### config.mk
export PLATFORM = sky130hd
export DESIGN_NAME = ex_stage
export DESIGN_NICKNAME = d
export VERILOG_FILES = /design/src/rtl/ex_pkg.sv /design/src/rtl/seq_mult16.sv /design/src/rtl/ex_stage.sv
export SDC_FILE = /design/constraint.sdc
export NUM_CORES = 1
export LEC_CHECK = 0
export ABC_CLOCK_PERIOD_IN_PS = 3600
export CORE_MARGIN = 5
export CORE_UTILIZATION = 59
export CTS_BUF_LIST = sky130_fd_sc_hd__clkbuf_2
export DETAILED_ROUTE_END_ITERATION = 8
export PLACE_DENSITY = 0.86
export SLEW_MARGIN = 40
export SYNTH_ARGS = -nofsm -noshare
export SYNTH_HDL_FRONTEND = slang
export SYNTH_SLANG_ARGS = --single-unit
### constraint.sdc
create_clock -name clk -period 3.6 [get_ports clk]
set_input_delay 0.54 -clock clk [delete_from_list [all_inputs] [get_ports clk]]
set_output_delay 0.54 -clock clk [all_outputs]
set_load 0.02 [all_outputs]
### src/rtl/ex_pkg.sv
// Shared definitions for the execute stage: ALU opcodes, multiplier FSM
// encoding and bit positions inside the MEM control bundle.
package ex_pkg;

  localparam int SIG_W = 7;

  localparam logic [2:0] ALU_AND  = 3'b000;
  localparam logic [2:0] ALU_OR   = 3'b001;
  localparam logic [2:0] ALU_ADD  = 3'b010;
  localparam logic [2:0] ALU_SUB  = 3'b011;
  localparam logic [2:0] ALU_SLL  = 3'b100;
  localparam logic [2:0] ALU_SRL  = 3'b101;
  localparam logic [2:0] ALU_MUL  = 3'b110;
  localparam logic [2:0] ALU_PASS = 3'b111;

  typedef enum logic [1:0] {
    MUL_IDLE = 2'b00,
    MUL_BUSY = 2'b01,
    MUL_DONE = 2'b10
  } mul_state_e;

  localparam int SIG_DATAINSRC = 6;
  localparam int SIG_MEMRD     = 5;
  localparam int SIG_MEMWR     = 4;
  localparam int SIG_NBYTE_HI  = 3;
  localparam int SIG_NBYTE_LO  = 2;
  localparam int SIG_WB_HI     = 1;
  localparam int SIG_WB_LO     = 0;

  function automatic logic is_mul(input logic [2:0] op);
    return (op == ALU_MUL);
  endfunction

endpackage

### src/rtl/seq_mult16.sv
// Iterative shift-add multiplier: one multiplier bit per cycle, fixed
// WIDTH-cycle latency, low WIDTH bits of the product.
module seq_mult16
  import ex_pkg::*;
#(
  parameter int WIDTH = 16
) (
  input  logic             clk,
  input  logic             rst_n,
  input  logic             start,
  input  logic             flush,
  input  logic [WIDTH-1:0] a,
  input  logic [WIDTH-1:0] b,
  output logic             busy,
  output logic             done,
  output logic [WIDTH-1:0] product
);

  localparam int CNT_W = $clog2(WIDTH);

  mul_state_e       state_r;
  mul_state_e       state_s;
  logic [WIDTH-1:0] mcand_r;
  logic [WIDTH-1:0] mplier_r;
  logic [WIDTH-1:0] acc_r;
  logic [CNT_W-1:0] count_r;

  // FSM state register
  always_ff @(posedge clk or negedge rst_n) begin
    if (!rst_n) begin
      state_r <= MUL_IDLE;
    end else begin
      state_r <= state_s;
    end
  end

  // Next-state logic; flush wins over everything
  always_comb begin
    state_s = state_r;
    if (flush) begin
      state_s = MUL_IDLE;
    end else begin
      case (state_r)
        MUL_IDLE: begin
          if (start) state_s = MUL_BUSY;
          else       state_s = MUL_IDLE;
        end
        MUL_BUSY: begin
          if (count_r == '0) state_s = MUL_DONE;
          else               state_s = MUL_BUSY;
        end
        MUL_DONE: state_s = MUL_IDLE;
        default:  state_s = MUL_IDLE;
      endcase
    end
  end

  // Operand, accumulator and iteration counter datapath
  always_ff @(posedge clk or negedge rst_n) begin
    if (!rst_n) begin
      mcand_r  <= '0;
      mplier_r <= '0;
      acc_r    <= '0;
      count_r  <= '0;
    end else if (flush) begin
      mcand_r  <= '0;
      mplier_r <= '0;
      acc_r    <= '0;
      count_r  <= '0;
    end else begin
      case (state_r)
        MUL_IDLE: begin
          if (start) begin
            mcand_r  <= a;
            mplier_r <= b;
            acc_r    <= '0;
            count_r  <= CNT_W'(WIDTH - 1);
          end
        end
        MUL_BUSY: begin
          if (mplier_r[0]) acc_r <= acc_r + mcand_r;
          mcand_r  <= mcand_r << 1;
          mplier_r <= mplier_r >> 1;
          if (count_r != '0) count_r <= count_r - CNT_W'(1);
        end
        default: begin
        end
      endcase
    end
  end

  assign busy    = (state_r == MUL_BUSY);
  assign done    = (state_r == MUL_DONE);
  assign product = acc_r;

endmodule

### src/rtl/ex_stage.sv
// Execute stage: ALU with iterative multiply, upstream stall handshake and
// the EX/MEM pipeline register feeding the memory stage.
module ex_stage #(
  parameter int WIDTH = 16,
  parameter int SIG_W = ex_pkg::SIG_W,
  parameter int RD_W  = 3
) (
  input  logic             clk,
  input  logic             rst_n,
  input  logic             valid_EX,
  input  logic             flush,
  input  logic [WIDTH-1:0] valueA_EX,
  input  logic [WIDTH-1:0] valueB_EX,
  input  logic [WIDTH-1:0] immediate_EX,
  input  logic [WIDTH-1:0] PC_EX,
  input  logic             ALUSrc_EX,
  input  logic [2:0]       ALUOp_EX,
  input  logic [SIG_W-1:0] signals_EX,
  input  logic             RegWr_EX,
  input  logic [RD_W-1:0]  rd_EX,
  output logic             stall_EX,
  output logic [WIDTH-1:0] AluResult_MEM,
  output logic [WIDTH-1:0] immediate_MEM,
  output logic [WIDTH-1:0] valueB_MEM,
  output logic [WIDTH-1:0] PC_MEM,
  output logic [SIG_W-1:0] signals_MEM,
  output logic             RegWr_MEM,
  output logic [RD_W-1:0]  rd_MEM,
  output logic             valid_MEM
);

  import ex_pkg::*;

  logic [WIDTH-1:0] op2_s;
  logic [WIDTH-1:0] alu_s;
  logic [WIDTH-1:0] mul_product_s;
  logic             mul_req_s;
  logic             mul_start_s;
  logic             mul_busy_s;
  logic             mul_done_s;
  logic             stall_s;
  logic             load_s;

  logic [WIDTH-1:0] alu_r;
  logic [WIDTH-1:0] imm_r;
  logic [WIDTH-1:0] valb_r;
  logic [WIDTH-1:0] pc_r;
  logic [SIG_W-1:0] sig_r;
  logic             regwr_r;
  logic [RD_W-1:0]  rd_r;
  logic             valid_r;

  assign op2_s     = ALUSrc_EX ? immediate_EX : valueB_EX;
  assign mul_req_s = valid_EX & is_mul(ALUOp_EX);

  // A MUL stalls from first presentation until the DONE cycle, where it is captured
  assign mul_start_s = mul_req_s & ~flush & ~mul_busy_s & ~mul_done_s;
  assign stall_s     = rst_n & ~flush & (mul_busy_s | (mul_req_s & ~mul_done_s));
  assign load_s      = valid_EX & ~flush & ~stall_s;
  assign stall_EX    = stall_s;

  seq_mult16 #(
    .WIDTH(WIDTH)
  ) u_mult (
    .clk    (clk),
    .rst_n  (rst_n),
    .start  (mul_start_s),
    .flush  (flush),
    .a      (valueA_EX),
    .b      (op2_s),
    .busy   (mul_busy_s),
    .done   (mul_done_s),
    .product(mul_product_s)
  );

  // ALU result mux
  always_comb begin
    alu_s = '0;
    case (ALUOp_EX)
      ALU_AND:  alu_s = valueA_EX & op2_s;
      ALU_OR:   alu_s = valueA_EX | op2_s;
      ALU_ADD:  alu_s = valueA_EX + op2_s;
      ALU_SUB:  alu_s = valueA_EX - op2_s;
      ALU_SLL:  alu_s = valueA_EX << op2_s[3:0];
      ALU_SRL:  alu_s = valueA_EX >> op2_s[3:0];
      ALU_MUL:  alu_s = mul_product_s;
      ALU_PASS: alu_s = op2_s;
      default:  alu_s = '0;
    endcase
  end

  // EX/MEM register: capture a real instruction or load a zeroed bubble
  always_ff @(posedge clk or negedge rst_n) begin
    if (!rst_n) begin
      alu_r   <= '0;
      imm_r   <= '0;
      valb_r  <= '0;
      pc_r    <= '0;
      sig_r   <= '0;
      regwr_r <= 1'b0;
      rd_r    <= '0;
      valid_r <= 1'b0;
    end else if (load_s) begin
      alu_r   <= alu_s;
      imm_r   <= immediate_EX;
      valb_r  <= valueB_EX;
      pc_r    <= PC_EX;
      sig_r   <= signals_EX;
      regwr_r <= RegWr_EX;
      rd_r    <= rd_EX;
      valid_r <= 1'b1;
    end else begin
      alu_r   <= '0;
      imm_r   <= '0;
      valb_r  <= '0;
      pc_r    <= '0;
      sig_r   <= '0;
      regwr_r <= 1'b0;
      rd_r    <= '0;
      valid_r <= 1'b0;
    end
  end

  assign AluResult_MEM = alu_r;
  assign immediate_MEM = imm_r;
  assign valueB_MEM    = valb_r;
  assign PC_MEM        = pc_r;
  assign signals_MEM   = sig_r;
  assign RegWr_MEM     = regwr_r;
  assign rd_MEM        = rd_r;
  assign valid_MEM     = valid_r;

endmodule

-- After elaboration in Yosys (flattened, before gate mapping)
Cells that the tools add are included.
- reduce and logical (&&, ||, !) cells: 8
- muxes and demuxes: 28
- add/subtract/negate cells: 4
- equality and inequality tests: 12
- shift-type cells: 2
- bitwise logic cells: 16
- operators by type and width (kind ; number):
    2-to-1 mux 16 bit ; 12
    case mux 16 bit (8 select lines) ; 1
    case mux 16 bit (2 select lines) ; 3
    adder 16 bit ; 2
    AND 16 bit ; 1
    bitwise OR 16 bit ; 1
    left shift 16 x 4 -> 16 bit ; 1
    >> shifter 16 x 4 -> 16 bit ; 1
    subtractor 16 bit ; 1
    == test 3 bit (second input constant) ; 4
    2-to-1 mux 4 bit ; 3
    AND 1 bit ; 9
    case mux 4 bit (2 select lines) ; 1
    2-to-1 mux 7 bit ; 1
    == test 3 x 2 -> 1 bit (second input constant) ; 2
    != test 3 x 2 -> 1 bit (second input constant) ; 2
    AND reduction 3 bit ; 2
    zero test 4 bit ; 1
    2-to-1 mux 2 bit ; 2
    NOT 1 bit ; 4
    case mux 2 bit (2 select lines) ; 1
    nonzero test 4 bit ; 1
    subtractor 4 x 1 -> 4 bit (second input constant) ; 1
    == test 3 x 1 -> 1 bit (second input constant) ; 1
    other kinds (10) ; 12
- bits of input ports: 83
- logic and storage cells: 83
- register bits after elaboration: 130
- output and inout bits: 77

-- Depth between registers and ports, before layout
Gate-level depths: netlist of the first run.
- word-level depth: 8
- gate-level depth with buffers: 18
- mapped depth without buffers: 16

-- Cells and area by module
A second synthesis of the first run with hierarchy kept.
- cells, all modules: 995
- area, all modules: 8873.5 µm²
- modules (own cells, without submodules) (module ; seq. area each (µm²) ; times used ; cells an instance ; area each (µm²)):
    ex_stage ; 1901.8 ; 1 ; 671 ; 5760.5
    seq_mult16 ; 1351.3 ; 1 ; 324 ; 3113.0

-- Least setup slack after synthesis of the first run
OpenSTA, ideal clock, no wires.
- path kind: input -> register
- start: in ALUSrc_EX
- end: reg alu_r[13] (netlist: AluResult_MEM[13])
- data required time: 3501 ps
- slack: -321 ps
- stages on the path: 17
- arrival time: 3822 ps
- buffers on the path: 2
- cells stage by stage: buf_6 -> mux2_4 -> inv_2 -> buf_1 -> ha_1 -> nand3_1 -> o21bai_1 -> o21ai_0 -> xnor2_1 -> ha_1 -> a211oi_1 -> nor2_1 -> a211o_1 -> a41o_1 -> a31oi_1 -> nand3_1 -> a311oi_1
- word-level cells in the longest chain between the ends: 4
- RTL lines (element ; RTL line ; RTL):
    start: declaration ; ex_stage.sv:16 ; input logic ALUSrc_EX,
    2-to-1 mux 16 bit * ; ex_stage.sv:53 ; assign op2_s = ALUSrc_EX ? immediate_EX : valueB_EX;
    subtractor 16 bit, or another cell as far along ; ex_stage.sv:83 ; ALU_SUB: alu_s = valueA_EX - op2_s;
    case mux 16 bit (8 select lines) * ; ex_stage.sv:79 ; case (ALUOp_EX)
    2-to-1 mux 16 bit * ; ex_stage.sv:103 ; end else if (load_s) begin
    end signal: assignment ; ex_stage.sv:104 ; alu_r <= alu_s;
    end: declaration ; ex_stage.sv:44 ; logic [WIDTH-1:0] alu_r;
Every way passes the cells marked *; elsewhere a longest branch is shown, timed or not.
A chain may end at the register's enable or synchronous reset.

-- Final worst setup path of the first run
- start: in ALUSrc_EX
- end: reg alu_r[14] (netlist: AluResult_MEM[14])
Same word-level chain as after synthesis.

==> flow_summary.toml, run 1 <==
[global_routing]
grt_pass1_vias = 8826
grt_pass1_wl_um = 50900
grt_util_all_layers = 0.371
grt_max_degree = 74
antenna_found_initial = 1
grt.overflow.total = 0

[route]
postRouteAntennaNets = 0
via_per_inst = 6.31
vias = 9064
drt-pass1-iter-count = 5
drcViolationCount = 0
drt_iter0_drc = 1056
post_drt_wl_per_cell_um = 22.7
routed_wl_um = 32600

[hold_path]
holdPathStages = 2
hp-start = "PC_EX[1]"
min_to = "PC_MEM[1]$_DFF_PN0_"
hold_path.class = "input pin to register"

[cells_and_area]
area.sequential_sq_um = 3250
area_growth_pct = 31.1
fin_cells = 1437
fillers = 985
drive_gt1_frac = 0.137
nets = 1359
post-route-util = 0.790
multi_input_area_sq_um = 5160

[critical_path]
r2r_setup_slack_ns = 0.82
endpoint_kind = "register"
max_stage_delay_ns = 0.57
path_cells = "clkdlybuf4s50_1 > buf_6 > mux2i_1 > buf_4 > nand2_1 > o21ai_0 > xnor2_1 > ha_1 > nor2_1 > a311oi_2 > a311oi_1 > buf_4 > o31ai_1 > mux2i_1 > o221a_1"
arrival_ns = 4.11
reg2reg_from = "u_mult.product[0]$_DFFE_PN0P_"
path_delay_family = "compound AO/OA/AOI/OAI gates"
path_buf_inv = 4
worst_r2r_endpoint = "u_mult.product[12]$_DFFE_PN0P_"
critPathSlowestCell = "clkdlybuf4s50_1"
crit_required_ns = 4.26
critPathMaxFanout = 20
reg2reg_depth = 9
worstSetupStartpointType = "input pin"
critPathKind = "input pin to register"

[synthesis]
synthesis.area_sq_um = 8780
yosys.area.top_type = "dfrtp_1"
synth_top_area_frac = 0.370
avgSynthCellArea_sq_um = 8.74
ys_seq_area_frac = 0.370
ys.flop_type = "dfrtp_1"
async_reset_ff_frac = 1.00
synthTopCellsByCount = "130 x dfrtp_1, 99 x a21oi_1, 98 x nand2_1"
postSynthCellCount = 1005
synth_cell_type_count = 78
yosysWarnings = 0
synth_area_leaders = "dfrtp_1 37%, mux2i_1 7.0%, a21oi_1 5.6%"
syn_nets = 1125
ys_seq_elements = 130
synth-edff-count = 0
yosysMostFrequentCell = "dfrtp_1"

[sta]
max_freq_ghz = 0.290
fin_tns_setup_ns = 0
worstMarginPinSlew_ns = 0.626
slew_headroom = 0.571
fin_crit_ns = 3.45
hold_violations = 0
setup_viol = 0
grt_setup_unrepaired = "no"
clock_skew_ns = 0.0203
fin_hold_ws_ns = 0.308
drv_slew = 0
min_period_over_period = 0.958

[placed_design]
io_buffers = 159
hpwl_um = 24900
globalplace.congestion = 1.07
placed_cells = 1403

[power_and_ir_drop]
sequentialPowerShare = 0.391
clockPowerShare = 0.283
leakage_nw = 5.28
p_switching_mw = 1.42
internal_power_mw = 2.60
pwr-share-comb = 0.326
p_sw_frac = 0.354
power.density_nw_per_um2 = 349
ir_worst_vdd_mv = 0.259

[clock_tree]
clkSinkCount = 130
tritoncts = "built"
cts_root_buf = "clkbuf_2"
h-tree-depth = 4
clock_latency_ns = 0.72
clk_path_buf_depth = 2
clkTransAtPathRegs_ns = 0.25
cts_inserted_buffers = 17

[status]
status = "finished, final reports clean"

[die]
start_util = 0.602
io_pins = 160
row_count = 44
dieArea_sq_um = 17400
fp.dieW_um = 132
die_y_um = 132
core_sq_um = 14600

[flow_run]
cap_violations = 0
## state kept, by name, summed over array words and instances, names as in the netlist
signal and flops:
RegWr_MEM 1, u_mult.count_r 4, rd_MEM 3, u_mult.mcand_r 16, signals_MEM 7, u_mult.mplier_r 16
u_mult.state_r 2, valueB_MEM 16, valid_MEM 1, PC_MEM 16, immediate_MEM 16, u_mult.product 16
AluResult_MEM 16
## cell type report
class | count | share of cell area
multi-input cells | 797 | 0.448
flip-flops and latches | 130 | 0.282
repair buffers | 276 | 0.217
well taps | 184 | 0.0200
clock inverters | 15 | 0.0190
clock buffers | 17 | 0.00738
inverters | 17 | 0.00597
diodes | 1 | 0.000217
## worst max-delay path by stage
stage,from,end,slack (ns),cells past startpoint
3_5_place_dp,ALUSrc_EX,AluResult_MEM[14]$_DFF_PN0_,-0.57,15
6_report,ALUSrc_EX,AluResult_MEM[14]$_DFF_PN0_,0.15,15
2_1_floorplan,ALUSrc_EX,AluResult_MEM[13]$_DFF_PN0_,0.01,17
4_1_cts,ALUSrc_EX,AluResult_MEM[14]$_DFF_PN0_,0.18,15
3_3_place_gp,ALUSrc_EX,AluResult_MEM[14]$_DFF_PN0_,-0.38,15
5_1_grt,ALUSrc_EX,AluResult_MEM[14]$_DFF_PN0_,0.05,15
## cell usage in the layout (no fill, tap or decap), types with 4 or more instances in the layout
master,synthesis,routed
a211oi_1,12,11
a21o_1,18,18
a21oi_1,99,99
a22oi_1,4,4
a311oi_1,5,5
a31oi_1,13,13
a32o_1,5,5
a32oi_1,10,10
and2_1,61,61
and3_1,6,6
buf_4,7,112
buf_6,4,4
bufinv_16,0,4
clkbuf_2,2,17
clkdlybuf4s50_1,0,158
dfrtp_1,130,130
ha_1,35,35
inv_1,13,13
inv_6,0,5
mux2i_1,61,61
nand2_1,98,98
nand2b_1,23,23
nand3_1,17,17
nor2_1,91,91
nor2b_1,17,16
nor3_1,13,13
o211ai_1,10,10
o21a_1,7,7
o21ai_0,71,70
o21ai_1,3,4
o22ai_1,12,12
o31ai_1,5,5
or3_1,7,7
xnor2_1,27,27
xor2_1,8,8
## cell families after synthesis
family,count (synthesis),synth area share
AOI/OAI and AO/OA,305,0.219
adders and majority gates,39,0.0568
buffers and inverters,78,0.0433
xor gates and xnor gates,35,0.0349
DFF,130,0.370
muxes,68,0.0815
and+or+nand+nor,350,0.195
## routing by layer
layer | track usage | wire length [um] | vias to the layer above
met5 | 0 | 0 | -
met4 | 0.183 | 1870 | 0
met3 | 0.103 | 3600 | 129
met2 | 0.579 | 14700 | 590
met1 | 0.475 | 12400 | 4274
li1 | - | - | 4071
## stage by stage
step	power, mW	instance area [sq um]	worst slack, ns
6_report	4.02	11500	0.153
3_5_place_dp	2.86	11200	-0.571
5_1_grt	4.18	11500	0.0468
3_3_place_gp	2.84	11200	-0.380
2_1_floorplan	2.29	8810	0.0144
4_1_cts	3.99	11500	0.181
## timing repair
action                                  in CTS  in global routing
endpoints found under the setup margin       0                  2
buffers inserted                             0                  0
resized for setup                            0                  2
hold buffers                                 1                  0
endpoints found under the hold margin      116                  0
## power groups by stage
stage	logic (mW)	clock network, mW	registers [mW]
after floorplan	0.649	0	1.64
after global placement	1.25	0	1.59
after detailed placement	1.27	0	1.60
after CTS	1.28	1.14	1.57
after global routing	1.39	1.20	1.58
final	1.31	1.14	1.57
Power figures use the tool's default switching activity.
==> run 2, diff against run 1 <==
CELL_PAD_IN_SITES_DETAIL_PLACEMENT = 0   (was unset)
CELL_PAD_IN_SITES_GLOBAL_PLACEMENT = 2   (was unset)
CORE_UTILIZATION = 35   (was 59)
GPL_TIMING_DRIVEN = 0   (was unset)
PLACE_DENSITY = 0.85   (was 0.86)
==> run 2 against run 1 <==
  * Fmax shrank 0.80%
  * Flip-flop and latch count is the same
  * Critical endpoint is now AluResult_MEM[13]$_DFF_PN0_
  * Global-route usage down 13 points
  * Critical path depth down 2
  * Clock-buffer cell count unchanged
==> flow_summary.toml, run 2 (synthesis results as in run 1) <==
[clock_tree]
clkSinkCount = 130
cts_root_buf = "clkbuf_2"
clkTransAtPathRegs_ns = 0.25
clock_latency_ns = 0.78
cts_inserted_buffers = 17
h-tree-depth = 4
clk_path_buf_depth = 2
tritoncts = "built"

[critical_path]
critPathMaxFanout = 10
max_stage_delay_ns = 0.52
crit_required_ns = 4.26
critPathKind = "input pin to register"
worstSetupStartpointType = "input pin"
path_cells = "clkdlybuf4s50_1 > mux2i_2 > clkbuf_2 > nand2_1 > o21ai_0 > xnor2_1 > ha_1 > o21a_1 > o31a_1 > a41o_1 > a31oi_2 > or3_1 > a311oi_1"
path_delay_family = "compound AO/OA/AOI/OAI gates"
arrival_ns = 4.13
path_buf_inv = 2
critPathSlowestCell = "mux2i_2"
endpoint_kind = "register"

[cells_and_area]
drive_gt1_frac = 0.0826
final_area_sq_um = 11200
area_growth_pct = 27.3
layout.cells.most_common_list = "152 x clkdlybuf4s50_1, 130 x dfrtp_1, 99 x a21oi_1"
fin_cells = 1530
fillers = 2468
mostFrequentLayoutCell = "clkdlybuf4s50_1"
area.sequential_sq_um = 3250
post-route-util = 0.448
multi_input_area_sq_um = 5210
nets = 1306

[placed_design]
globalplace.congestion = 0.955
hpwl_um = 26700
placed_cell_area_sq_um = 10800
io_buffers = 157
placed_cells = 1493

[route]
drcViolationCount = 0
via_per_inst = 5.61
post_drt_wl_per_cell_um = 23.1
vias = 8590
drt_iter0_drc = 641
routed_wl_um = 35400
drt-pass1-iter-count = 5
postRouteAntennaNets = 0

[power_and_ir_drop]
clockPowerShare = 0.258
p_sw_frac = 0.401
sequentialPowerShare = 0.417
ir_worst_vdd_mv = 0.133
leakage_nw = 4.88
p_switching_mw = 1.51
power.density_nw_per_um2 = 337
pwr-share-comb = 0.325
internal_power_mw = 2.26

[sta]
fin_crit_ns = 3.47
slew_headroom = 0.381
drv_slew = 0
max_freq_ghz = 0.288
worstMarginPinSlew_ns = 0.903
fin_hold_ws_ns = 0.149
hold_violations = 0
min_period_over_period = 0.965
clock_skew_ns = 0.0581
setup_viol = 0

[global_routing]
grt_max_degree = 68
grt_pass1_vias = 8406
grt_pass1_wl_um = 53200
grt_util_all_layers = 0.245
antenna_found_initial = 1
grt.overflow.total = 0

[die]
core_sq_um = 25000
fp.dieW_um = 168
die_y_um = 168
start_util = 0.352
io_pins = 160
row_count = 58
dieArea_sq_um = 28400

[status]
status = "finished, final reports clean"

[hold_path]
hold_path.class = "input pin to register"

[flow_run]
cap_violations = 0
## run 2: changes by cell type in the layout (fill, tap and decap cells not counted), sizes merged, moves of 3 or more
cell,before,now
buf,117,28
bufinv,4,0
clkdlybuf4s50,158,152
clkinv,2,5
clkbuf,17,55
## run 2: worst register-to-register path, delay by kind of cell, from the launching register on
family,cells,cell delay [ns]
xor gates and xnor gates,1,0.17
AOI/OAI and AO/OA,5,1.22
and+or+nand+nor,1,0.14
DFF,1,0.46
adders and majority gates,2,0.66
## run 2: what timing repair did
action / CTS / global route
gates resized for setup: 9 / 19
hold buffers: 1 / 0
setup endpoints to repair: 10 / 7
buffers inserted: 3 / 2
hold endpoints to repair: 66 / 0
pin swaps: 2 / 3
## run 2: path summary, 6_finish.rpt
check / depth (start not counted) / from / to / slack, ns
setup / recovery: 13 / valueB_EX[3] / AluResult_MEM[13]$_DFF_PN0_ / 0.13
hold / removal: 2 / valueB_EX[0] / valueB_MEM[0]$_DFF_PN0_ / 0.15
setup reg to reg: 9 / u_mult.product[0]$_DFFE_PN0P_ / u_mult.product[12]$_DFFE_PN0P_ / 0.86
hold reg to reg: 2 / u_mult.mplier_r[8]$_DFFE_PN0P_ / u_mult.mplier_r[8]$_DFFE_PN0P_ / 0.53
max in group asynchronous: 3 / rst_n / u_mult.product[8]$_DFFE_PN0P_ / 2.51
min in group asynchronous: 2 / rst_n / AluResult_MEM[3]$_DFF_PN0_ / 0.23
## run 2: per-stage QoR
step	setup slack (ns)	TNS, ns	power, mW
5_1_grt	-0.0208	-0.0208	3.95
2_1_floorplan	0.0144	0	2.29
4_1_cts	0.00325	0	3.78
6_report	0.125	0	3.77
3_5_place_dp	-1.45	-14.31	2.78
3_3_place_gp	-3.59	-707.81	2.78
## run 2: cell type report
type                            count  area share
Multi-Input combinational cell    797       0.466
Sequential cell                   130       0.291
Timing Repair Buffer              164       0.148
Tap cell                          330      0.0369
Buffer                             59      0.0291
Clock inverter                     15      0.0148
Clock buffer                       17     0.00761
Inverter                           17     0.00638
Antenna cell                        1    0.000224
## run 2: power groups by stage
stage               clock network [mW]  registers [mW]  logic (mW)
finish                           0.971            1.57        1.22
floorplan                            0            1.64       0.649
CTS                               1.00            1.57        1.20
global route                      1.06            1.58        1.31
global placement                     0            1.59        1.19
detailed placement                   0            1.60        1.19
## run 2: per-layer routing
metal,track usage,vias to the layer above,wire length [um]
met3,0.0472,65,2460
met5,0,-,0
met2,0.400,386,16400
met1,0.330,4175,15500
li1,-,3964,-
met4,0.0752,0,1050
